### src/rtl/router_pkg.sv
// router_pkg
//   Shared definitions for the 1x3 router ingress controller:
//   - state_t         : ingress FSM states
//   - NUM_PORTS       : number of output FIFOs (fixed at 3)
//   - ADDR_W          : width of the destination address field
//   - ADDR_INVALID    : destination code that is silently dropped
//   - TIMEOUT_DEFAULT : unread cycles before an output FIFO is soft-reset
package router_pkg;

   localparam int             NUM_PORTS       = 3;
   localparam int             ADDR_W          = 2;
   localparam logic [ADDR_W-1:0] ADDR_INVALID = 2'b11;
   localparam int             TIMEOUT_DEFAULT = 30;

   typedef enum logic [2:0] {
      DECODE_ADDRESS     = 3'd0,
      LOAD_FIRST_DATA    = 3'd1,
      LOAD_DATA          = 3'd2,
      LOAD_PARITY        = 3'd3,
      FIFO_FULL_STATE    = 3'd4,
      LOAD_AFTER_FULL    = 3'd5,
      WAIT_TILL_EMPTY    = 3'd6,
      CHECK_PARITY_ERROR = 3'd7
   } state_t;

endpackage

### src/rtl/router_timeout_ctr.sv
// router_timeout_ctr
//   Read-timeout watchdog for one output FIFO. Counts consecutive cycles in
//   which the FIFO holds data and is not read; on the TIMEOUT-th such cycle
//   it raises soft_reset_o for exactly one cycle and restarts the count.
// Ports:
//   clk, resetn   : clock, synchronous active-low reset
//   fifo_empty_i  : FIFO empty flag (empty means nothing to time out)
//   read_enb_i    : FIFO is being read this cycle
//   soft_reset_o  : registered one-cycle soft reset pulse
module router_timeout_ctr
   import router_pkg::*;
#(
   parameter int TIMEOUT = TIMEOUT_DEFAULT
) (
   input  logic clk,
   input  logic resetn,
   input  logic fifo_empty_i,
   input  logic read_enb_i,
   output logic soft_reset_o
);

   localparam int CNT_W = (TIMEOUT > 1) ? $clog2(TIMEOUT) : 1;

   logic [CNT_W-1:0] cnt_q, cnt_d;
   logic             sr_q, sr_d;

   // A read on the terminal-count cycle takes priority: the FIFO is being
   // serviced, so no pulse is produced and the count restarts.
   always_comb begin
      cnt_d = cnt_q;
      sr_d  = 1'b0;
      if (fifo_empty_i || read_enb_i) begin
         cnt_d = '0;
      end else if (cnt_q == CNT_W'(TIMEOUT - 1)) begin
         cnt_d = '0;
         sr_d  = 1'b1;
      end else begin
         cnt_d = cnt_q + 1'b1;
      end
   end

   always_ff @(posedge clk) begin
      if (!resetn) begin
         cnt_q <= '0;
         sr_q  <= 1'b0;
      end else begin
         cnt_q <= cnt_d;
         sr_q  <= sr_d;
      end
   end

   assign soft_reset_o = sr_q;

endmodule

### src/rtl/router_ctrl_fsm.sv
// router_ctrl_fsm
//   Packet-ingress controller for the 1x3 router. Sequences the byte/parity
//   datapath through header, payload, parity and full-stall phases, selects
//   and write-enables one of three output FIFOs, and runs one read-timeout
//   watchdog per output FIFO.
// Ports:
//   clk, resetn          : clock, synchronous active-low reset
//   pkt_valid, data_in   : input packet valid and destination address field
//   fifo_full/empty      : per-FIFO status flags
//   read_enb             : per-FIFO read enables from the output side
//   parity_done          : datapath has consumed the parity byte
//   low_pkt_valid        : packet ended while the FIFO was full
//   detect_add .. rst_int_reg : one-hot state decodes for the datapath
//   write_enb_reg        : datapath write phase
//   write_enb            : one-hot FIFO write enable
//   busy                 : stall to the input source
//   fifo_addr            : latched destination
//   soft_reset           : one-cycle per-FIFO soft reset pulse
module router_ctrl_fsm
   import router_pkg::*;
#(
   parameter int TIMEOUT = TIMEOUT_DEFAULT
) (
   input  logic                 clk,
   input  logic                 resetn,
   input  logic                 pkt_valid,
   input  logic [ADDR_W-1:0]    data_in,
   input  logic [NUM_PORTS-1:0] fifo_full,
   input  logic [NUM_PORTS-1:0] fifo_empty,
   input  logic [NUM_PORTS-1:0] read_enb,
   input  logic                 parity_done,
   input  logic                 low_pkt_valid,
   output logic                 detect_add,
   output logic                 lfd_state,
   output logic                 ld_state,
   output logic                 laf_state,
   output logic                 full_state,
   output logic                 rst_int_reg,
   output logic                 write_enb_reg,
   output logic [NUM_PORTS-1:0] write_enb,
   output logic                 busy,
   output logic [ADDR_W-1:0]    fifo_addr,
   output logic [NUM_PORTS-1:0] soft_reset
);

   state_t            state_q, state_d;
   logic [ADDR_W-1:0] addr_q, addr_d;

   // Flags padded to 4 entries so they can be indexed by any 2-bit address;
   // the invalid address reads as "not empty / not full / no soft reset".
   logic [3:0] empty_ext, full_ext, sr_ext;
   logic       hdr_ok, sel_full, abort;

   assign empty_ext = {1'b0, fifo_empty};
   assign full_ext  = {1'b0, fifo_full};
   assign sr_ext    = {1'b0, soft_reset};

   assign hdr_ok   = pkt_valid && (data_in != ADDR_INVALID);
   assign sel_full = full_ext[addr_q];
   // A watchdog firing on the FIFO we are writing kills the packet.
   assign abort    = sr_ext[addr_q] && (state_q != DECODE_ADDRESS);

   for (genvar g = 0; g < NUM_PORTS; g++) begin : g_wd
      router_timeout_ctr #(.TIMEOUT(TIMEOUT)) u_wd (
         .clk          (clk),
         .resetn       (resetn),
         .fifo_empty_i (fifo_empty[g]),
         .read_enb_i   (read_enb[g]),
         .soft_reset_o (soft_reset[g])
      );
   end

   always_comb begin
      state_d = state_q;
      addr_d  = addr_q;
      if (state_q == DECODE_ADDRESS && hdr_ok) begin
         addr_d = data_in;
      end
      if (abort) begin
         state_d = DECODE_ADDRESS;
      end else begin
         case (state_q)
            DECODE_ADDRESS: begin
               if (hdr_ok) begin
                  state_d = empty_ext[data_in] ? LOAD_FIRST_DATA : WAIT_TILL_EMPTY;
               end
            end
            WAIT_TILL_EMPTY:    if (empty_ext[addr_q]) state_d = LOAD_FIRST_DATA;
            LOAD_FIRST_DATA:    state_d = LOAD_DATA;
            LOAD_DATA: begin
               // Full takes priority over end-of-packet.
               if (sel_full)        state_d = FIFO_FULL_STATE;
               else if (!pkt_valid) state_d = LOAD_PARITY;
            end
            FIFO_FULL_STATE:    if (!sel_full) state_d = LOAD_AFTER_FULL;
            LOAD_AFTER_FULL: begin
               if (parity_done)        state_d = DECODE_ADDRESS;
               else if (low_pkt_valid) state_d = LOAD_PARITY;
               else                    state_d = LOAD_DATA;
            end
            LOAD_PARITY:        state_d = CHECK_PARITY_ERROR;
            CHECK_PARITY_ERROR: state_d = sel_full ? FIFO_FULL_STATE : DECODE_ADDRESS;
            default:            state_d = DECODE_ADDRESS;
         endcase
      end
   end

   always_ff @(posedge clk) begin
      if (!resetn) begin
         state_q <= DECODE_ADDRESS;
         addr_q  <= '0;
      end else begin
         state_q <= state_d;
         addr_q  <= addr_d;
      end
   end

   // Moore decodes
   always_comb begin
      detect_add    = (state_q == DECODE_ADDRESS);
      lfd_state     = (state_q == LOAD_FIRST_DATA);
      ld_state      = (state_q == LOAD_DATA);
      laf_state     = (state_q == LOAD_AFTER_FULL);
      full_state    = (state_q == FIFO_FULL_STATE);
      rst_int_reg   = (state_q == CHECK_PARITY_ERROR);
      write_enb_reg = (state_q == LOAD_FIRST_DATA) || (state_q == LOAD_DATA) ||
                      (state_q == LOAD_PARITY)     || (state_q == LOAD_AFTER_FULL);
      busy          = !((state_q == DECODE_ADDRESS) || (state_q == LOAD_DATA));
      for (int i = 0; i < NUM_PORTS; i++) begin
         write_enb[i] = write_enb_reg && (addr_q == ADDR_W'(i));
      end
   end

   assign fifo_addr = addr_q;

endmodule

### config.mk
export PLATFORM = sky130hd
export DESIGN_NAME = router_ctrl_fsm
export DESIGN_NICKNAME = d
export VERILOG_FILES = /design/src/rtl/router_pkg.sv /design/src/rtl/router_timeout_ctr.sv /design/src/rtl/router_ctrl_fsm.sv
export SDC_FILE = /design/constraint.sdc
export NUM_CORES = 1
export LEC_CHECK = 0
export CAP_MARGIN = 10
export CORE_UTILIZATION = 40
export DETAILED_ROUTE_END_ITERATION = 12
export PLACE_DENSITY = 0.67
export SETUP_SLACK_MARGIN = 0.05
export SLEW_MARGIN = 20
export SYNTH_ARGS = -nofsm -noshare
export SYNTH_HDL_FRONTEND = slang
export SYNTH_SLANG_ARGS = --single-unit
### constraint.sdc
create_clock -name clk -period 1.68 [get_ports clk]
set_input_delay 0.42 -clock clk [delete_from_list [all_inputs] [get_ports clk]]
set_output_delay 0.42 -clock clk [all_outputs]
set_load 0.01 [all_outputs]
==> impl_metrics.json, run 1 <==
{
  "busiest_layer": "met2",
  "clockPowerShare": 0.126,
  "wl_per_cell_um": 13.35,
  "placed_cells": 228,
  "dieArea_um2": 3443,
  "setup_viol": 5,
  "ys_ff_latch": 23,
  "pwr-share-seq": 0.312,
  "crit_start": "state_q[1]$_SDFFE_PP0P_",
  "syn_area_um2": 1285,
  "wl_um": 3165,
  "synthCells": 144,
  "cts_root_buf": "clkbuf_4",
  "violations": "setup timing",
  "layout.cells.non_filler": 237,
  "final_design_area_no_fill_um2": 1899,
  "timing.rr.start": "state_q[1]$_SDFFE_PP0P_",
  "whs_endpoint": "g_wd[0].u_wd.cnt_q[0]$_SDFF_PP0_",
  "hold_depth": 1,
  "cp_max_fo": 4,
  "synth_warnings": 0,
  "cpMaxStageDelayCell": "a2111oi_2",
  "num_vias": 1233,
  "finalCritPeriodShare": 1.043,
  "dpl-instance-area_um2": 1730,
  "reg2reg_slack_ns": -0.07,
  "synth_compound_area_frac": 0.1548,
  "drv_cap": 0,
  "leakagePower_nw": 0.7845,
  "power_frac_comb": 0.562,
  "crit_family": "compound AO/OA/AOI/OAI gates",
  "worstPathArrival_ns": 1.95,
  "grt_max_degree": 15,
  "grt_pass1_vias": 1246,
  "dominantRegCellSynth": "dfxtp_1",
  "antenna_left": 0,
  "setup_ws_ns": -0.07193,
  "netlist-cell-type-count": 42,
  "min_path_type": "flop to flop",
  "clock_path_buffers": 2,
  "portBuffers": 31,
  "use_met3": 0.04176,
  "path_buf_inv": 3,
  "syn_area_per_cell_um2": 8.923,
  "power_density_nw_per_um2": 1096,
  "via_per_inst": 5.203,
  "crit_top_cell": "buf_6",
  "cts_tree": "built",
  "vdd_drop_max_mv": 0.4004,
  "fmax_ghz": 0.5708,
  "worstSkewPairLatency_ns": 0.32,
  "post-route-min-period_ns": 1.752,
  "clk_pin_slew_ns": 0.14,
  "hold_viol": 0,
  "cts_sinks": 23,
  "drtPass1Iterations": 4,
  "drcViolationCount": 0,
  "synth_edf_count": 0,
  "die_w_um": 58.68,
  "antennaDiodeCount": 0,
  "synthMuxAreaShare": 0.03408,
  "core_area_um2": 3053,
  "use_met2": 0.3695,
  "switchingPower_mw": 0.7490,
  "synth_fa_ha_area_frac": 0.05842,
  "skew_ns": 0.01261,
  "sw_frac_of_total": 0.3598,
  "r2r_cells": 7,
  "reg2reg_to": "state_q[1]$_SDFFE_PP0P_",
  "drtIter0Drc": 54,
  "overflow": 0,
  "grt_pass1_wl_um": 5209,
  "critical_path_class": "flop to flop",
  "max_stage_delay_ns": 0.42,
  "track_usage": 0.1974,
  "syn_to_final_growth_pct": 47.81,
  "relSlewSlack": 0.7675,
  "start_util": 0.4209,
  "synth-simple-area-share": 0.2756,
  "drive_gt1_frac": 0.3109,
  "cts-htree-levels": 1,
  "synth_xor_area_frac": 0.06134,
  "endpoint_kind": "flop",
  "drv_slew": 0,
  "place_congestion": 0.7865,
  "worstHoldStart": "g_wd[0].u_wd.cnt_q[0]$_SDFF_PP0_",
  "rows": 20,
  "cts_made_buffers": 3,
  "max_slew.worst_pin.slew_ns": 0.3480,
  "async_flop_share": 0,
  "nets": 216,
  "grt_setup_unrepaired": "yes",
  "yosysSeqAreaShare": 0.3583,
  "syn-num-nets": 166,
  "outcome": "finished with violations",
  "grtUsageMet1": 0.2172,
  "place_hpwl_um": 2380,
  "die_height_um": 58.68,
  "crit_chain": "buf_6, buf_6, nor3b_4, buf_4, a32o_2, a2111oi_2, o32ai_2",
  "antenna_found_initial": 0,
  "p_int_mw": 1.333,
  "io_pins": 32,
  "synth_top_family_by_area": "simple AND/OR/NAND/NOR gates",
  "crit_required_ns": 1.88,
  "start_kind": "flop",
  "holdBufCountCts": 0
}
==> per-layer routing <==
layer | share of wire | wire length, um
met3 | 0.047 | 150
met4 | 0.0073 | 23
met2 | 0.52 | 1654
met1 | 0.42 | 1337
met5 | 0 | 0
==> power by group through the flow <==
stage                     clock [mW]  sequential (mW)  combinational [mW]
after detailed placement           0            0.641               0.961
after CTS                      0.273            0.637                1.08
final                          0.262            0.649                1.17
after global routing           0.299            0.660                1.26
after global placement             0            0.638               0.949
after floorplan                    0            0.637               0.473
==> worst register-to-register path: stages, from the launching register on <==
cell and delay (ns):
dfxtp_4 0.41, buf_6 0.11, buf_6 0.11, nor3b_4 0.04, buf_4 0.14, a32o_2 0.28, a2111oi_2 0.42, o32ai_2 0.14
==> synth_stat cells, types with 2 or more instances <==
library cell,number,area (um^2)
dfxtp_1,23,460.4
nor2_1,18,67.56
o21ai_0,5,25.02
nand4_1,3,18.77
buf_4,3,22.52
ha_1,6,75.07
xor2_1,6,52.55
xnor2_1,3,26.28
nor2b_1,4,25.02
nor3b_1,6,45.04
and3b_1,2,17.52
o21a_1,2,15.01
nor3_1,2,10.01
nand3b_1,6,45.04
nand2_1,8,30.03
o211ai_1,3,22.52
buf_2,2,10.01
o221a_2,2,22.52
mux2i_1,3,30.03
nand3_1,7,35.03
inv_1,5,18.77
clkbuf_1,3,11.26
and3_1,3,18.77
==> logic make-up (layout without fill, tap and decap cells) <==
kind of cell | Yosys count | in the layout
simple gates | 64 | 64
compound gates | 24 | 24
flops | 23 | 23
buf+inv | 14 | 63
xor+xnor | 9 | 9
fa+ha+maj | 6 | 6
mux | 4 | 4
==> per-stage QoR <==
step / utilization / power [mW] / setup TNS (ns) / hold slack, ns / setup slack [ns]
finish: 0.6221 / 2.082 / -0.1997 / 0.4854 / -0.07193
global route: 0.6221 / 2.214 / -0.6099 / 0.5167 / -0.1209
CTS: 0.6012 / 1.995 / -0.2485 / 0.4917 / -0.1169
detailed placement: 0.5668 / 1.602 / -1.880 / 0.4601 / -0.3456
global placement: 0.5668 / 1.586 / -1.377 / 0.4435 / -0.3038
floorplan: - / 1.110 / 0 / 0.4334 / 0.05694
==> flip-flops by register name, indices dropped and copies added (netlist names) <==
register / flops
fifo_addr: 2
g_wd.u_wd.cnt_q: 15
g_wd.u_wd.soft_reset_o: 3
state_q: 3
==> cell usage in the layout (no fill, tap or decap), types with 2 or more instances in the layout <==
cell type / instances
nor2_1: 18
dfxtp_1: 18
buf_4: 15
clkdlybuf4s50_1: 13
buf_6: 10
nand2_1: 8
buf_2: 8
nand3_1: 7
nand3b_1: 6
xor2_1: 6
ha_1: 6
dlygate4sd2_1: 5
inv_1: 4
nor2b_1: 4
o21ai_0: 4
dfxtp_4: 4
nor3b_4: 3
mux2i_1: 3
o211ai_1: 3
nand4_1: 3
nor3b_1: 3
xnor2_1: 3
clkbuf_4: 3
and3b_1: 2
and3_1: 2
nor3_1: 2
o21a_1: 2
o221a_2: 2
a2111oi_2: 2
dlymetal6s2s_1: 2
==> timing repair <==
action	in CTS	in global routing
buffers inserted	4	1
hold endpoints to repair	0	0
endpoints found under the setup margin	19	14
pin swaps	6	7
gates cloned	0	0
gates resized for setup	74	15
==> layout make-up <==
class                   instances  area [um^2]
well taps                      44        55.05
multi-input cells             107        834.6
flip-flops and latches         23        476.7
fillers                       264         1154
repair buffers                 54        484.2
clock buffers                   3        22.52
inverters                       5        18.77
clock inverters                 1        7.507
==> worst max path at each step <==
stage / end / cells past startpoint
floorplan: write_enb[1] / 5
global placement: state_q[0]$_SDFFE_PP0P_ / 5
detailed placement: state_q[1]$_SDFFE_PP0P_ / 5
CTS: write_enb[1] / 5
global route: write_enb[1] / 5
finish: state_q[1]$_SDFFE_PP0P_ / 7
No activity file was read; power rests on OpenSTA's default activity.
==> inputs of run 2 (changes only) <==
CORE_UTILIZATION = 48   (was 40)
PLACE_DENSITY = 0.78   (was 0.67)
==> impl_metrics.json, run 2 (synthesized netlist as in run 1, its figures left out) <==
{
  "outcome": "finished with violations",
  "violations": "setup timing",
  "hold_depth": 1,
  "relSlewSlack": 0.7565,
  "cts-htree-levels": 1,
  "grt_max_degree": 15,
  "rows": 18,
  "via_per_inst": 5.715,
  "place_hpwl_um": 2404,
  "switchingPower_mw": 0.8328,
  "fin_tns_setup_ns": -0.1296,
  "setup_ws_ns": -0.05704,
  "num_vias": 1303,
  "dieArea_um2": 2888,
  "crit_required_ns": 1.26,
  "r2r_cells": 6,
  "overflow": 0,
  "drtIter0Drc": 34,
  "cts_made_buffers": 3,
  "cpMaxStageDelayCell": "dfxtp_4",
  "start_kind": "flop",
  "die_height_um": 53.74,
  "finalCritPeriodShare": 1.034,
  "antenna_found_initial": 0,
  "nets": 221,
  "cp_num_cells": 4,
  "fillers": 160,
  "clockPowerShare": 0.108,
  "drcViolationCount": 0,
  "p_int_mw": 1.464,
  "worstSkewPairLatency_ns": 0.31,
  "drive_gt1_frac": 0.3434,
  "worstHoldStart": "g_wd[1].u_wd.cnt_q[0]$_SDFF_PP0_",
  "crit_top_cell": "buf_6",
  "timing.rr.start": "state_q[1]$_SDFFE_PP0P_",
  "wl_um": 3780,
  "largest_reg_flops": 15,
  "crit_family": "flip-flops",
  "post-route-min-period_ns": 1.737,
  "antenna_left": 0,
  "hold_viol": 0,
  "portBuffers": 31,
  "grt_pass1_vias": 1207,
  "syn_to_final_growth_pct": 52.97,
  "clock_path_buffers": 2,
  "track_usage": 0.2540,
  "io_pins": 32,
  "max_slew.worst_pin.slew_ns": 0.3653,
  "pwr-share-seq": 0.289,
  "drtPass1Iterations": 4,
  "core_area_um2": 2500,
  "grt_setup_unrepaired": "yes",
  "worstPathArrival_ns": 1.32,
  "critical_path_class": "flop to output pin",
  "place_congestion": 0.8872,
  "fmax_ghz": 0.5757,
  "drv_slew": 0,
  "clk_pin_slew_ns": 0.11,
  "max_stage_delay_ns": 0.39,
  "regMostFlops": "g_wd.u_wd.cnt_q",
  "leakagePower_nw": 0.8439,
  "hold_slack_ns": 0.4776,
  "cts_sinks": 23,
  "cts_root_buf": "clkbuf_4",
  "sw_frac_of_total": 0.3625,
  "wl_per_cell_um": 16.58,
  "start_util": 0.5140,
  "antennaDiodeCount": 0,
  "crit_chain": "buf_6, buf_12, and3b_1, buf_6",
  "layout_common_cells": "18 x nor2_1, 18 x dfxtp_1, 17 x buf_4",
  "endpoint_kind": "output pin",
  "die_w_um": 53.74,
  "grt_pass1_wl_um": 5119,
  "power_frac_comb": 0.602,
  "min_path_type": "flop to flop",
  "path_buf_inv": 3,
  "cp_max_fo": 7,
  "drv_cap": 0,
  "cts_tree": "built",
  "power_density_nw_per_um2": 1169,
  "crit_start": "state_q[1]$_SDFFE_PP0P_",
  "skew_ns": 0.007122,
  "setup_viol": 3,
  "vdd_drop_max_mv": 0.9624
}
-- run 2: worst reg2reg max path, cell delays in order (launching register included) --
cell and delay (ns):
dfxtp_4 0.39, buf_6 0.13, buf_12 0.12, and3b_1 0.18, a32o_2 0.27, a211o_1 0.31, a2111oi_2 0.21
-- run 2: worst paths after layout --
kind	to	slack, ns
worst max register to register	state_q[0]$_SDFFE_PP0P_	-0.04
worst max-delay path	laf_state	-0.06
worst min-delay path	g_wd[1].u_wd.cnt_q[0]$_SDFF_PP0_	0.48
worst min register to register	g_wd[1].u_wd.cnt_q[0]$_SDFF_PP0_	0.48
-- run 2: power by group through the flow --
stage | combinational (mW) | clock (mW) | sequential, mW
finish | 1.38 | 0.249 | 0.665
global route | 1.45 | 0.273 | 0.669
CTS | 1.21 | 0.259 | 0.643
detailed placement | 0.979 | 0 | 0.629
global placement | 0.957 | 0 | 0.627
floorplan | 0.473 | 0 | 0.637
-- run 2: repair_timing --
item | 4_1_cts | 5_1_grt
endpoints found under the setup margin | 18 | 14
resized for setup | 86 | 12
pin swaps | 7 | 4
cloned | 0 | 1
setup buffers | 7 | 2
endpoints found under the hold margin | 0 | 0
hold buffers | 0 | 0
-- run 2: layer usage --
| metal | up-vias | part of all wire | global-route usage | wire length (um) |
|---|---|---|---|---|
| met1 | 603 | 0.39 | 0.2427 | 1478 |
| met5 | - | 0 | 0 | 0 |
| met3 | 17 | 0.049 | 0.02260 | 184 |
| li1 | 624 | - | - | - |
| met4 | 0 | 0.043 | 0.1711 | 163 |
| met2 | 59 | 0.52 | 0.5000 | 1953 |
-- run 2: layout make-up --
| class | count | area, um^2 | share of cell area |
|---|---|---|---|
| repair buffers | 59 | 565.5 | 0.2877 |
| well taps | 30 | 37.54 | 0.01910 |
| multi-input cells | 107 | 842.1 | 0.4284 |
| clock buffers | 3 | 22.52 | 0.01146 |
| clock inverters | 1 | 5.005 | 0.002546 |
| flip-flops and latches | 23 | 474.2 | 0.2412 |
| inverters | 5 | 18.77 | 0.009548 |
-- run 2: stage by stage --
stage	util	instance area, um^2	setup WS (ns)	std cells	total power, mW
after global routing	0.7863	1966	-0.08481	228	2.391
after detailed placement	0.6852	1713	-0.2852	214	1.608
after floorplan	-	1285	0.05694	144	1.110
after CTS	0.7518	1879	-0.001573	225	2.114
after global placement	0.6852	1713	-0.2556	214	1.584
final	0.7863	1966	-0.05704	228	2.297
